`config.mk`:
```
export PLATFORM = sky130hd
export DESIGN_NAME = rf_sequencer_flat
export DESIGN_NICKNAME = d
export VERILOG_FILES = /design/src/rtl/rf_sequencer_if.sv /design/src/rtl/rf_sequencer.sv /design/src/flat_wrapper.sv
export SDC_FILE = /design/constraint.sdc
export NUM_CORES = 1
export LEC_CHECK = 0
export CORE_MARGIN = 3
export CORE_UTILIZATION = 40
export CTS_CLUSTER_DIAMETER = 80
export DETAILED_ROUTE_END_ITERATION = 8
export PLACE_DENSITY = 0.82
export SLEW_MARGIN = 15
export SYNTH_ARGS = -nofsm -noshare
export SYNTH_HDL_FRONTEND = slang
export SYNTH_SLANG_ARGS = --single-unit
```
`constraint.sdc`:
```
create_clock -name clk -period 2.3 [get_ports clk]
set_input_delay 0.69 -clock clk [delete_from_list [all_inputs] [get_ports clk]]
set_output_delay 0.69 -clock clk [all_outputs]
set_load 0.02 [all_outputs]
```
`src/rtl/rf_sequencer_if.sv`:
```
// Load (valid/ready in) and issue (valid/ready out) handshakes of rf_sequencer.
// slave = sequencer side, master = input buffer / MAC array side.
interface rf_sequencer_if #(
   parameter int unsigned data_width = 8
);
   logic [data_width-1:0] in_data;
   logic                  in_valid;
   logic                  in_ready;
   logic                  out_valid;
   logic                  out_ready;

   modport master (
      output in_data, in_valid, out_ready,
      input  in_ready, out_valid
   );

   modport slave (
      input  in_data, in_valid, out_ready,
      output in_ready, out_valid
   );
endinterface

```
`src/rtl/rf_sequencer.sv`:
```
// Operand register file sequencer: loads cfg_len+1 words, then issues cfg_groups+1 four-address read groups.
// Optional RF_SEQ_STRIDE_EN: group base advances by cfg_stride instead of the fixed 4.
module rf_sequencer #(
   parameter int unsigned data_width = 8,
   parameter int unsigned depth      = 32,
   localparam int unsigned addr_width = $clog2(depth)
) (
   input  logic                  clk,
   input  logic                  rst,
   input  logic                  start,
   input  logic                  abort,
   input  logic [addr_width-1:0] cfg_len,
   input  logic [addr_width-1:0] cfg_groups,
   input  logic [addr_width-1:0] cfg_stride,
   rf_sequencer_if.slave         bus,
   output logic                  busy,
   output logic                  done,
   output logic                  rf_en,
   output logic                  rf_wr_ctrl,
   output logic [data_width-1:0] rf_in,
   output logic [addr_width-1:0] rf_add_in,
   output logic [addr_width-1:0] rf_add_1,
   output logic [addr_width-1:0] rf_add_2,
   output logic [addr_width-1:0] rf_add_3,
   output logic [addr_width-1:0] rf_add_4
);

   typedef enum logic [1:0] {IDLE, LOAD, READ, DONE} state_t;

   state_t                state;
   logic [addr_width-1:0] len_q;
   logic [addr_width-1:0] groups_q;
   logic [addr_width-1:0] wr_ptr;
   logic [addr_width-1:0] base;
   logic [addr_width-1:0] grp;
   logic [addr_width-1:0] step;
   logic [addr_width-1:0] next_base;
   logic                  load_act;
   logic                  accept;
   logic                  issue;

`ifdef RF_SEQ_STRIDE_EN
   logic [addr_width-1:0] stride_q;
   assign step = stride_q;
`else
   logic unused_stride;
   assign unused_stride = ^cfg_stride;
   assign step = addr_width'(4);
`endif

   // abort masks the load handshake in the same cycle so nothing is written
   assign load_act      = (state == LOAD) && !abort;
   assign accept        = load_act && bus.in_valid;
   assign issue         = (state == READ) && bus.out_ready;
   assign next_base     = base + step;

   assign bus.in_ready  = load_act;
   assign bus.out_valid = (state == READ);
   assign busy          = (state != IDLE);
   assign rf_en         = (state == LOAD);
   assign rf_wr_ctrl    = accept;
   assign rf_in         = (state == LOAD) ? bus.in_data : '0;
   assign rf_add_in     = (state == LOAD) ? wr_ptr : '0;

   always_ff @(posedge clk) begin
      if (rst) begin
         state    <= IDLE;
         len_q    <= '0;
         groups_q <= '0;
         wr_ptr   <= '0;
         base     <= '0;
         grp      <= '0;
         done     <= 1'b0;
         rf_add_1 <= '0;
         rf_add_2 <= '0;
         rf_add_3 <= '0;
         rf_add_4 <= '0;
`ifdef RF_SEQ_STRIDE_EN
         stride_q <= '0;
`endif
      end else begin
         done <= 1'b0;
         if (abort) begin
            state <= IDLE;
         end else begin
            case (state)
               IDLE: begin
                  if (start) begin
                     len_q    <= cfg_len;
                     groups_q <= cfg_groups;
`ifdef RF_SEQ_STRIDE_EN
                     stride_q <= cfg_stride;
`endif
                     wr_ptr   <= '0;
                     base     <= '0;
                     grp      <= '0;
                     state    <= LOAD;
                  end
               end
               LOAD: begin
                  if (accept) begin
                     wr_ptr <= wr_ptr + addr_width'(1);
                     if (wr_ptr == len_q) begin
                        // read addresses are registered so they hold after READ
                        rf_add_1 <= base;
                        rf_add_2 <= base + addr_width'(1);
                        rf_add_3 <= base + addr_width'(2);
                        rf_add_4 <= base + addr_width'(3);
                        state    <= READ;
                     end
                  end
               end
               READ: begin
                  if (issue) begin
                     base <= next_base;
                     grp  <= grp + addr_width'(1);
                     if (grp == groups_q) begin
                        done  <= 1'b1;
                        state <= DONE;
                     end else begin
                        rf_add_1 <= next_base;
                        rf_add_2 <= next_base + addr_width'(1);
                        rf_add_3 <= next_base + addr_width'(2);
                        rf_add_4 <= next_base + addr_width'(3);
                     end
                  end
               end
               DONE: state <= IDLE;
               default: state <= IDLE;
            endcase
         end
      end
   end

endmodule

```
`src/flat_wrapper.sv`:
```
// flat-port wrapper written by rule: the top's interface ports become plain ports
module rf_sequencer_flat 
#(
   parameter int unsigned data_width = 8,
   parameter int unsigned depth      = 32,
   localparam int unsigned addr_width = $clog2(depth)
)
  (clk, rst, start, abort, cfg_len, cfg_groups, cfg_stride, busy, done, rf_en, rf_wr_ctrl, rf_in, rf_add_in, rf_add_1, rf_add_2, rf_add_3, rf_add_4, bus_in_data, bus_in_valid, bus_out_ready, bus_in_ready, bus_out_valid);
  rf_sequencer_if #(.data_width(data_width)) bus_i ();
  input  logic clk;
  input  logic rst;
  input  logic start;
  input  logic abort;
  input  logic [addr_width-1:0] cfg_len;
  input  logic [addr_width-1:0] cfg_groups;
  input  logic [addr_width-1:0] cfg_stride;
  output logic busy;
  output logic done;
  output logic rf_en;
  output logic rf_wr_ctrl;
  output logic [data_width-1:0] rf_in;
  output logic [addr_width-1:0] rf_add_in;
  output logic [addr_width-1:0] rf_add_1;
  output logic [addr_width-1:0] rf_add_2;
  output logic [addr_width-1:0] rf_add_3;
  output logic [addr_width-1:0] rf_add_4;
  input wire logic [$bits(bus_i.in_data)-1:0] bus_in_data;
  input wire logic [$bits(bus_i.in_valid)-1:0] bus_in_valid;
  input wire logic [$bits(bus_i.out_ready)-1:0] bus_out_ready;
  output wire logic [$bits(bus_i.in_ready)-1:0] bus_in_ready;
  output wire logic [$bits(bus_i.out_valid)-1:0] bus_out_valid;
  assign bus_i.in_data = bus_in_data;
  assign bus_i.in_valid = bus_in_valid;
  assign bus_i.out_ready = bus_out_ready;
  assign bus_in_ready = bus_i.in_ready;
  assign bus_out_valid = bus_i.out_valid;
  rf_sequencer #(.data_width(data_width), .depth(depth)) u_core (.clk(clk), .rst(rst), .start(start), .abort(abort), .cfg_len(cfg_len), .cfg_groups(cfg_groups), .cfg_stride(cfg_stride), .bus(bus_i), .busy(busy), .done(done), .rf_en(rf_en), .rf_wr_ctrl(rf_wr_ctrl), .rf_in(rf_in), .rf_add_in(rf_add_in), .rf_add_1(rf_add_1), .rf_add_2(rf_add_2), .rf_add_3(rf_add_3), .rf_add_4(rf_add_4));
endmodule
```
==> results of run 1 <==
## stage by stage
step / setup TNS [ns] / setup WS (ns) / hold WS (ns)
5_1_grt: 0 / 0.00287 / 0.514
6_report: 0 / 0.0571 / 0.479
4_1_cts: 0 / 0.0144 / 0.488
3_3_place_gp: -3.84 / -0.334 / 0.465
2_1_floorplan: 0 / 0.0487 / 0.451
3_5_place_dp: -4.08 / -0.333 / 0.480
## sequential cells by signal (all words and copies together) (netlist names)
signal	count
u_core.wr_ptr	5
u_core.groups_q	5
u_core.rf_add_1	1
u_core.done	1
u_core.state	2
u_core.grp	5
u_core.rf_add_4	2
u_core.len_q	5
u_core.rf_add_2	1
u_core.rf_add_3	2
u_core.base	3
## worst max-delay path: cells and delay by family
| family | cells | cell delay [ns] |
|---|---|---|
| buffers and inverters | 2 | 0.76 |
| AND/OR/NAND/NOR | 1 | 0.10 |
## cells in the final DEF, fill, tap and decap left out, types with 6 or more instances in the layout
cell,instances
xnor2_1,12
nand2_1,6
xor2_1,7
mux2i_1,17
buf_4,12
ha_1,8
inv_1,6
clkbuf_8,6
dfxtp_1,32
clkdlybuf4s15_1,8
clkdlybuf4s50_1,39
and2_1,14
nor2_1,30
nor2b_1,7
## kinds of logic (layout without fill, tap and decap cells)
group                    Yosys count  count (layout)  share of synthesized area (%)
AND/OR/NAND/NOR                   71              71                           20.8
flip-flops                        32              32                           35.8
buffers and inverters             27              84                           9.22
multiplexers                      22              22                           12.6
XOR/XNOR                          19              19                           9.29
AO/OA/AOI/OAI                     12              12                           6.49
adder cells (fa/ha/maj)            8               8                           5.59
other                              1               4                          0.209
## layer usage
layer	up-vias	routed length [microns]	global-route usage, %
met5	-	0	0
met4	0	68	6.76
met3	4	308	5.10
met2	53	1610	22.3
met1	654	1530	16.2
li1	736	-	-
## power by group through the flow
| stage | combinational, W | clock, W | sequential, W |
|---|---|---|---|
| 2_1_floorplan | 0.000155 | 0 | 0.000597 |
| 3_3_place_gp | 0.000252 | 0 | 0.000600 |
| 3_5_place_dp | 0.000258 | 0 | 0.000601 |
| 4_1_cts | 0.000250 | 0.000448 | 0.000589 |
| 5_1_grt | 0.000271 | 0.000468 | 0.000591 |
| 6_report | 0.000247 | 0.000435 | 0.000588 |
## final cells by class
cell class | count | area (sq um) | share of cell area, %
Multi-Input combinational cell | 136 | 1000 | 40.8
Sequential cell | 32 | 641 | 26.1
Timing Repair Buffer | 70 | 638 | 26.0
Clock buffer | 8 | 90.1 | 3.67
Tap cell | 50 | 62.6 | 2.55
Inverter | 6 | 22.5 | 0.916
## repair_timing
item                       CTS  global route
gates resized for setup     21            19
setup endpoints to repair   18            18
pin swaps                    0             1
## worst paths after layout
check,from,end,slack (ns),cells past startpoint
hold reg to reg,u_core.state[1],u_core.state[1],0.48,2
setup reg to reg,u_core.state[0],u_core.rf_add_4[3],0.10,8
setup / recovery,abort,bus_in_ready,0.06,3
hold / removal,u_core.state[1],u_core.state[1],0.48,2
==> results.ini, run 1 <==
[global_route]
grt_pass1_vias=1307
grt_overflow=0
antenna_found_initial=0
grt_max_degree=26
grt_usage_pct=13.9
grt_pass1_wl_mm=5.69

[routing]
drtIter0Drc=96
wire_per_inst_microns=11.6
ant_nets=0
dr_total_vias=1447
dr.pass1.iters=4
wl_mm=3.52
vias_per_cell=4.79
drc_errors=0

[clocking]
path_clk_slew_ns=0.06
cts_root_buffer=clkbuf_8
clockBufferDepth=2
clk_latency_ns=0.28
clock-sinks=32
htreeDepth=2
cts_buffers=5
cts_setup_buffers=0
cts_hold_buf=0
cts_tree=done

[layout]
finalInstanceArea_sq_um=2460
final_layout_size_suffix_gt1_share_pct=13.9
final_nets=288
antenna-diode-count=0
fill_cells=357
final_util_pct=58.9
syn2layout_area_growth_pct=37.2
stdcell_count=302

[critical_path]
start_kind=input pin
cp-end-kind=primary output
slowest_stage=clkdlybuf4s50_1
worstPathArrival_ns=1.55
cp_cell_sequence=clkdlybuf4s50_1 > nor2_1 > dlygate4sd2_1
path_class=input pin to primary output
worstPathRequired_ns=1.61
critical_path.max_stage_delay_ns=0.42
cp_max_fo=2

[yosys]
yosysMostFrequentCell=dfxtp_1
seq_area_frac_synth_pct=35.8
synthTopCellsByCount=dfxtp_1, nor2_1, mux2i_1, and2_1, buf_4
synthTopCellsByArea=dfxtp_1, mux2i_1, nor2_1
ys_warn_count=0
yosys.area.top_type=dfxtp_1
async_reset_ff_share_pct=0
yosysTopAreaCellShare_pct=35.8
syn_area_sq_um=1790
synth_seq_cells=32
synth-edff-count=0
yosys.cell_types.count=36
synth_ff_type=dfxtp_1
netlist_instances=192
avgSynthCellArea_sq_um=9.33

[floorplan]
die_h_microns=72.9
rows=23
die_w_microns=72.9
start_util_pct=42.9
top_level_ports=68
coreArea_sq_um=4170
dieArea_sq_um=5320

[pwr]
p_total_w=0.00127
pwr-share-comb_pct=19.5
power.density_nw_per_um2=517
internal_power_w=0.000941
power.static_leakage_nw=1.07
p_sw_share_pct=26.0
seqPwrFrac_pct=46.3
switchingPower_w=0.000330
clock_power_share_pct=34.3
ir_drop_mv=0.248

[sta]
fin_crit_sh_pct=97.5
setup_viol=0
rsz0062_at_grt=no
hold_violations=0
fin_crit_ns=2.24
maxSlewViolCount=0
clock_skew_ns=0.00424
fmax_mhz=446

[placed_design]
io_buffers=58
dp.cells=294
dp_hpwl_mm=2.76
placed_cell_area_sq_um=2400
place.gp.congestion=0.867

[run_status]
status=finished clean

[min_path]
hp-class=flop to flop

[run]
drv_cap=0

(Power assumes the default switching activity.)
==> run 2: changes to the inputs <==
--- a/config.mk
+++ b/config.mk
@@ -5,11 +5,12 @@
 export SDC_FILE = /design/constraint.sdc
 export NUM_CORES = 1
 export LEC_CHECK = 0
+export CAP_MARGIN = 20
 export CORE_MARGIN = 3
 export CORE_UTILIZATION = 40
 export CTS_CLUSTER_DIAMETER = 80
 export DETAILED_ROUTE_END_ITERATION = 8
-export PLACE_DENSITY = 0.82
+export PLACE_DENSITY = 0.74
 export SLEW_MARGIN = 15
 export SYNTH_ARGS = -nofsm -noshare
 export SYNTH_HDL_FRONTEND = slang
==> run 2 against run 1 <==
Effect of this change: via count increased by 0.69%; critical endpoint is now rf_wr_ctrl; largest cell class unchanged; first-iteration DRC count decreased by 24%; critical path depth is 1 higher; clock skew about the same; largest power group unchanged.
==> results.ini, run 2 (synthesis results as in run 1) <==
[floorplan]
rows=23
die_h_microns=72.9
top_level_ports=68
start_util_pct=42.9
coreArea_sq_um=4170
die_w_microns=72.9
dieArea_sq_um=5320

[clocking]
cts_root_buffer=clkbuf_8
cts_setup_buffers=0
clock-sinks=32
cts_hold_buf=0
clockBufferDepth=2
path_clk_slew_ns=0.06
htreeDepth=2
cts_buffers=5
cts_tree=done
clk_latency_ns=0.28

[layout]
mostFrequentLayoutCell=clkdlybuf4s50_1
fill_cells=379
finalInstanceArea_sq_um=2470
syn2layout_area_growth_pct=38.1
multi_input_area_sq_um=1000
final_cell_mix=clkdlybuf4s50_1, dfxtp_1, nor2_1, mux2i_1, and2_1
stdcell_count=304
final_nets=290
final_layout_size_suffix_gt1_share_pct=18.1
regArea_sq_um=642
antenna-diode-count=0

[routing]
wire_per_inst_microns=12.2
dr.pass1.iters=4
drc_errors=0
ant_nets=0
wl_mm=3.70
drtIter0Drc=73
vias_per_cell=4.79
dr_total_vias=1457

[global_route]
antenna_found_initial=0
grt_pass1_wl_mm=6.04
grt_overflow=0
grt_max_degree=26
grt_usage_pct=14.9
grt_pass1_vias=1302

[critical_path]
worstPathRequired_ns=1.61
cp_max_fo=2
path_class=input pin to primary output
cp-end-kind=primary output
cp_cell_sequence=clkdlybuf4s50_1 > nor2_1 > and2_1 > buf_2
slowest_stage=clkdlybuf4s50_1
critical_path.max_stage_delay_ns=0.43
critical_path.top_delay_family=buffers and inverters
start_kind=input pin
worstPathArrival_ns=1.54
worst-path-buf-inv=2

[sta]
setup_viol=0
hold_violations=0
maxSlewViolCount=0
finalSetupTns_ns=0
fin_crit_sh_pct=97.1
fin_crit_ns=2.23
rsz0062_at_grt=no
clock_skew_ns=0.00431
fmax_mhz=448

[run]
drv_cap=0

[placed_design]
dp_hpwl_mm=2.92
placed_cell_area_sq_um=2430
dp.cells=296
place.gp.congestion=0.796
io_buffers=58

[pwr]
ir_drop_mv=0.357
power.density_nw_per_um2=553
power.static_leakage_nw=1.10
p_total_w=0.00137

[run_status]
status=finished clean

[min_path]
hp-class=flop to flop

-- run 2: final timing paths --
kind | from | end | slack, ns | depth (start not counted)
setup / recovery | abort | rf_wr_ctrl | 0.07 | 4
hold / removal | u_core.state[1] | u_core.state[1] | 0.50 | 2
setup reg to reg | u_core.state[0] | u_core.rf_add_3[2] | 0.15 | 8
hold reg to reg | u_core.state[1] | u_core.state[1] | 0.50 | 2
-- run 2: layout make-up --
| class | count | share of cell area (%) |
|---|---|---|
| flip-flops and latches | 32 | 25.9 |
| inverters | 6 | 0.910 |
| repair buffers | 72 | 25.7 |
| clock inverters | 2 | 1.42 |
| multi-input cells | 136 | 40.6 |
| clock buffers | 6 | 2.93 |
| well taps | 50 | 2.53 |
-- run 2: timing repair --
action | 4_1_cts | 5_1_grt
pin swaps | 1 | 1
gates resized for setup | 24 | 27
endpoints found under the hold margin | 0 | 0
endpoints found under the setup margin | 18 | 18
-- run 2: per-stage QoR --
| step | utilization [%] | worst slack, ns | hold WS (ns) |
|---|---|---|---|
| floorplan | - | 0.0487 | 0.451 |
| CTS | 60.0 | 0.00194 | 0.500 |
| detailed placement | 58.2 | -0.361 | 0.489 |
| global placement | 58.2 | -0.340 | 0.466 |
| finish | 59.3 | 0.0657 | 0.497 |
| global route | 59.3 | 0.0123 | 0.529 |
-- run 2: per-layer routing --
metal / GRT usage [%] / wire [microns] / vias to the layer above
met2: 22.4 / 1680 / 55
met3: 4.68 / 299 / 7
met4: 8.40 / 88 / 0
li1: - / - / 735
met1: 18.9 / 1630 / 660
met5: 0 / 0 / -
-- run 2: worst min-delay path: stages (launching register included) --
cell     delay, ns
dfxtp_2       0.33
nand2_1       0.05
mux2i_1       0.06
-- run 2: report_power, final --
| group | internal [W] | total (W) | switching, W |
|---|---|---|---|
| Clock | 0.000321 | 0.000525 | 0.000204 |
| Sequential | 0.000572 | 0.000588 | 0.0000160 |
| Combinational | 0.000131 | 0.000255 | 0.000125 |
| Total | 0.00102 | 0.00137 | 0.000345 |
==> variant 1: new RTL, flow settings as in run 1 <==
Add a define of `RF_SEQ_STRIDE_EN`.
--- a/src/rtl/rf_sequencer.sv
+++ b/src/rtl/rf_sequencer.sv
@@ -1,4 +1,6 @@
 // Operand register file sequencer: loads cfg_len+1 words, then issues cfg_groups+1 four-address read groups.
 // Optional RF_SEQ_STRIDE_EN: group base advances by cfg_stride instead of the fixed 4.
+`define RF_SEQ_STRIDE_EN
+
 module rf_sequencer #(
    parameter int unsigned data_width = 8,
Behaviour: not the same (a bounded check fails within 4 cycles, from zero or initial values and one cycle with rst high).
==> variant 1 against run 1 <==
Worst setup slack got worse by 0.0079 ns; wire length rose by 98%; synthesized area rose by 53%; design area rose by 56%; first-iteration DRC count rose by 11%; critical endpoint is now u_core.rf_add_4[3]; sequential cell count rose by 19; total power rose by 48%.
==> variant 1: results (changes against run 1) <==
- Status: complete, no violations
- Hold Crit Start: u_core.step[0]
- WL met2: 3600 µm (+120%)
- Global routing usage on met3: 0.0317 (-0.0193)
- Dpl ws: -0.436 ns (-0.102 ns)
- Layout cells sized above 1: 0.198 (+0.0586)
- Via-to-Cell Ratio: 5.16 (+7.8%)
- Global-route track usage on met2: 0.308 (+0.0849)
- Cell family with most CP delay: adder cells
- Total GRT Usage: 0.173 (+0.0339)
- Routability cong.: 0.895 (+3.3%)
- # Post-CTS Setup Buffers: 0 (unchanged)
- Worst-margin pin slew: 0.499 ns
- Area of the multi-input gates: 0.00167 mm² (+67%)
- Clock buf count: 7 (-1)
- Sequential power: 0.940 mW (+60%)
- Signal buffers: 93 (+33%)
- VDD IR-drop max: 362 µV (+46%)
- Filler cell count: 533 (+49%)
- Slowest stage cell, crit path: fa_2
- Wl on met1: 3030 µm (+97%)
- Logic inverters: 13 (+7)
- Clock Sinks: 51 (+59%)
- Fin worst setup slack: 0.0493 ns (-0.00786 ns)
- Seq area share: 0.268 (+0.00728)
- Vias in the first global route: 2,401 (+84%)
- Clk_skew: 0.00903 ns (+0.00479 ns)
- Nets@finish: 442 (+53%)
- End of the worst hold path: u_core.step[0]
- Crit-path max FO: 4 (+2)
- Min Hold Slack: 0.471 ns (-0.00758 ns)
- GR Util met1: 0.214 (+0.0516)
- Gate power share: 0.204 (+0.009)
- Worst-path clk slew: 0.09 ns (+0.03 ns)
- DP Cell Count: 465 (+58%)
- Clock buf/inv share: 0.0271 (-0.00954)
- Synth area leaders: dfxtp_1 37%, ha_1 5.9%, nand2_1 5.9%
- Reg-to-Reg Start: u_core.base[1]
- Sequential area share after synthesis: 0.372 (+0.0146)
- WL final: 6970 µm (+98%)
- HPWL after DPL: 4870 µm (+76%)
- 1st-iter DRT viols: 107 (+11%)
- Top cells by count, synth: 51 x dfxtp_1, 43 x nand2_1, 35 x nor2_1, 23 x a21oi_1, 15 x xor2_1
- Leak: 1.51 nW (+41%)
- First-pass GRT wire length: 10,800 µm (+90%)
- Port bufs: 67 (+16%)
- WL met3: 249 µm (-19%)
- Crit start category: flip-flop
- Non-clock buffer share of cell area: 0.229 (-0.0306)
- CP arrival: 2.48 ns (+0.93 ns)
- Syn Inst Count: 317 (+65%)
- Design internal power: 1.38 mW (+46%)
- Post-synthesis cell type count: 49 (+36%)
- Slowest stage delay, CP: 0.44 ns (+0.02 ns)
- Comb_multi_in: 235 (+73%)
- Resized cells post-CTS: 28 (+33%)
- Worst Setup EP: u_core.rf_add_4[3]
- FF-to-FF path depth: 10 (+2)
[variant 1: cell types whose count changed after synthesis, moves of 5 or more]
cell,before,now
a211oi_2,0,9
ha_1,8,13
mux2i_1,17,11
nor2_1,30,35
a21oi_1,1,23
dfxtp_1,32,51
nor2b_1,7,1
inv_1,6,12
nand2b_1,1,6
xor2_1,7,15
nand2_1,6,43
buf_4,14,4
[variant 1: logic make-up after synthesis]
group | after synthesis | synth area share
AOI/OAI and AO/OA | 51 | 0.140
xor gates and xnor gates | 29 | 0.0926
adders and majority gates | 14 | 0.0666
buffers and inverters | 31 | 0.0561
DFF | 51 | 0.372
muxes | 12 | 0.0442
and+or+nand+nor | 129 | 0.228
[variant 1: per-stage QoR]
stage	util	power (mW)	area [µm²]
finish	0.589	1.88	3830
global route	0.589	1.96	3830
global placement	0.557	1.32	3620
detailed placement	0.557	1.33	3620
floorplan	-	1.16	2750
CTS	0.572	1.87	3710
==> variant 2: new RTL, settings of run 1 <==
Made on the original files. Encoding of `state_t`: now one-hot (4 bits for 4 states).
--- a/src/rtl/rf_sequencer.sv
+++ b/src/rtl/rf_sequencer.sv
@@ -26,5 +26,5 @@
 );
 
-   typedef enum logic [1:0] {IDLE, LOAD, READ, DONE} state_t;
+   typedef enum logic [3:0] {IDLE = 4'b0001, LOAD = 4'b0010, READ = 4'b0100, DONE = 4'b1000} state_t;
 
    state_t                state;
Behaviour: same outputs for any inputs over 4 cycles, from zero or initial values and one cycle with rst high; so few cycles prove little.
==> variant 2 against run 1 <==
Synthesized area did not move; critical path depth increased by 1; sequential share of layout area is 1.4 points higher; design area increased by 1.0%; worst setup slack better by 0.030 ns; wire length rose by 6.5%; utilization rose by 0.60 points; total power shrank 1.3%; sequential cell count grew 2.
==> variant 2: results (changes against run 1) <==
- Synth area leaders: dfxtp_1 38%, buf_4 5.9%, nand2_1 5.7%
- Filler cell count: 389 (+9.0%)
- Total GRT Usage: 0.145 (+0.00643)
- Top cells by count, synth: 34 x dfxtp_1, 27 x nand2_1, 15 x a21oi_1
- Design internal power: 0.975 mW (+3.6%)
- Layout cells sized above 1: 0.206 (+0.0671)
- Status: complete, no violations
- WL per Instance: 11.8 µm (+1.4%)
- Leak: 1.05 nW (-2.2%)
- Post-synthesis compound-gate area fraction: 0.0943 (+0.0293)
- Slowest stage delay, CP: 0.33 ns (-0.09 ns)
- Clk_skew: 0.00525 ns (+0.00101 ns)
- Routability cong.: 0.812 (-6.3%)
- Min Hold Slack: 0.467 ns (-0.0113 ns)
- Post-synthesis cell type count: 40 (+11%)
- Final worst path period share: 0.962 (-0.0131)
- VDD IR-drop max: 340 µV (+37%)
- Max Slew Vio Count: 0 (unchanged)
- Global-route track usage on met2: 0.235 (+0.0120)
- Seq pwr share: 0.486 (+0.023)
- Vias: 1,523 (+5.3%)
- Nets@finish: 299 (+3.8%)
- Post-Synth XOR/XNOR Area: 0.0880 (-0.00489)
- First-pass GRT wire length: 6070 µm (+6.8%)
- Final cell count without fillers: 317 (+5.0%)
- Synth Area in Adders: 0.0279 (-0.0279)
- DP Cell Count: 308 (+4.8%)
- HPWL after DPL: 2860 µm (+3.4%)
- P_comb: 0.140 mW (-43%)
- Mux cell area share after synthesis: 0.0503 (-0.0761)
- Global routing usage on met3: 0.0344 (-0.0165)
- Sequential area share after synthesis: 0.380 (+0.0223)
- GR Util met1: 0.187 (+0.0243)
- Syn Inst Count: 207 (+7.8%)
- 1st-iter DRT viols: 51 (-47%)
- Reg2Reg Setup Slack: 0.30 ns (+0.20 ns)
- Largest net degree at the start of global routing: 15 (-42%)
- Dpl ws: -0.619 ns (-0.285 ns)
==> variant 2: cell types whose count changed after synthesis, sizes merged, moves of 3 or more <==
cell / run 1 / this run
nand2: 6 / 28
nor4: 0 / 3
or2: 0 / 4
nor2: 30 / 14
nor4b: 0 / 3
a211oi: 0 / 3
and4: 3 / 0
mux2i: 17 / 3
xnor2: 12 / 7
a21oi: 1 / 15
clkbuf: 3 / 8
ha: 8 / 4
xor2: 7 / 11
==> variant 2: worst paths after layout <==
path | from | end | cells after the start
min | u_core.base[3] | u_core.base[3] | 2
max reg2reg | u_core.state[0] | u_core.rf_add_3[4] | 7
max | u_core.state[1] | busy | 4
min reg2reg | u_core.base[3] | u_core.base[3] | 2
==> variant 2: layer usage <==
metal | routed length, µm | part of all wire
met1 | 1680 | 0.45
met2 | 1800 | 0.48
met3 | 213 | 0.057
met4 | 58 | 0.015
met5 | 0 | 0
==> variant 2: metrics by stage <==
| stage | TNS (ns) | instance area, µm² | total power, mW |
|---|---|---|---|
| 2_1_floorplan | 0 | 1800 | 0.696 |
| 3_3_place_gp | -3.80 | 2410 | 0.760 |
| 3_5_place_dp | -3.96 | 2410 | 0.762 |
| 4_1_cts | -0.00217 | 2530 | 1.27 |
| 5_1_grt | 0 | 2480 | 1.31 |
| 6_report | 0 | 2480 | 1.25 |
==> variant 2: final cells by class <==
cell class	instances	area (µm²)	share of cell area
well taps	50	62.6	0.0252
repair buffers	74	637	0.257
flip-flops and latches	34	681	0.274
clock buffers	8	110	0.0444
multi-input cells	146	973	0.392
inverters	5	18.8	0.00756
==> variant 2: tightest hold or removal path, cell delays in order, from the launching register on <==
cell and delay, ns:
dfxtp_1 0.32, nand2_1 0.06, a21oi_1 0.05
==> variant 2: timing repair <==
item,in CTS,in global routing
setup buffers,0,1
endpoints found under the setup margin,18,14
gates resized for setup,43,18
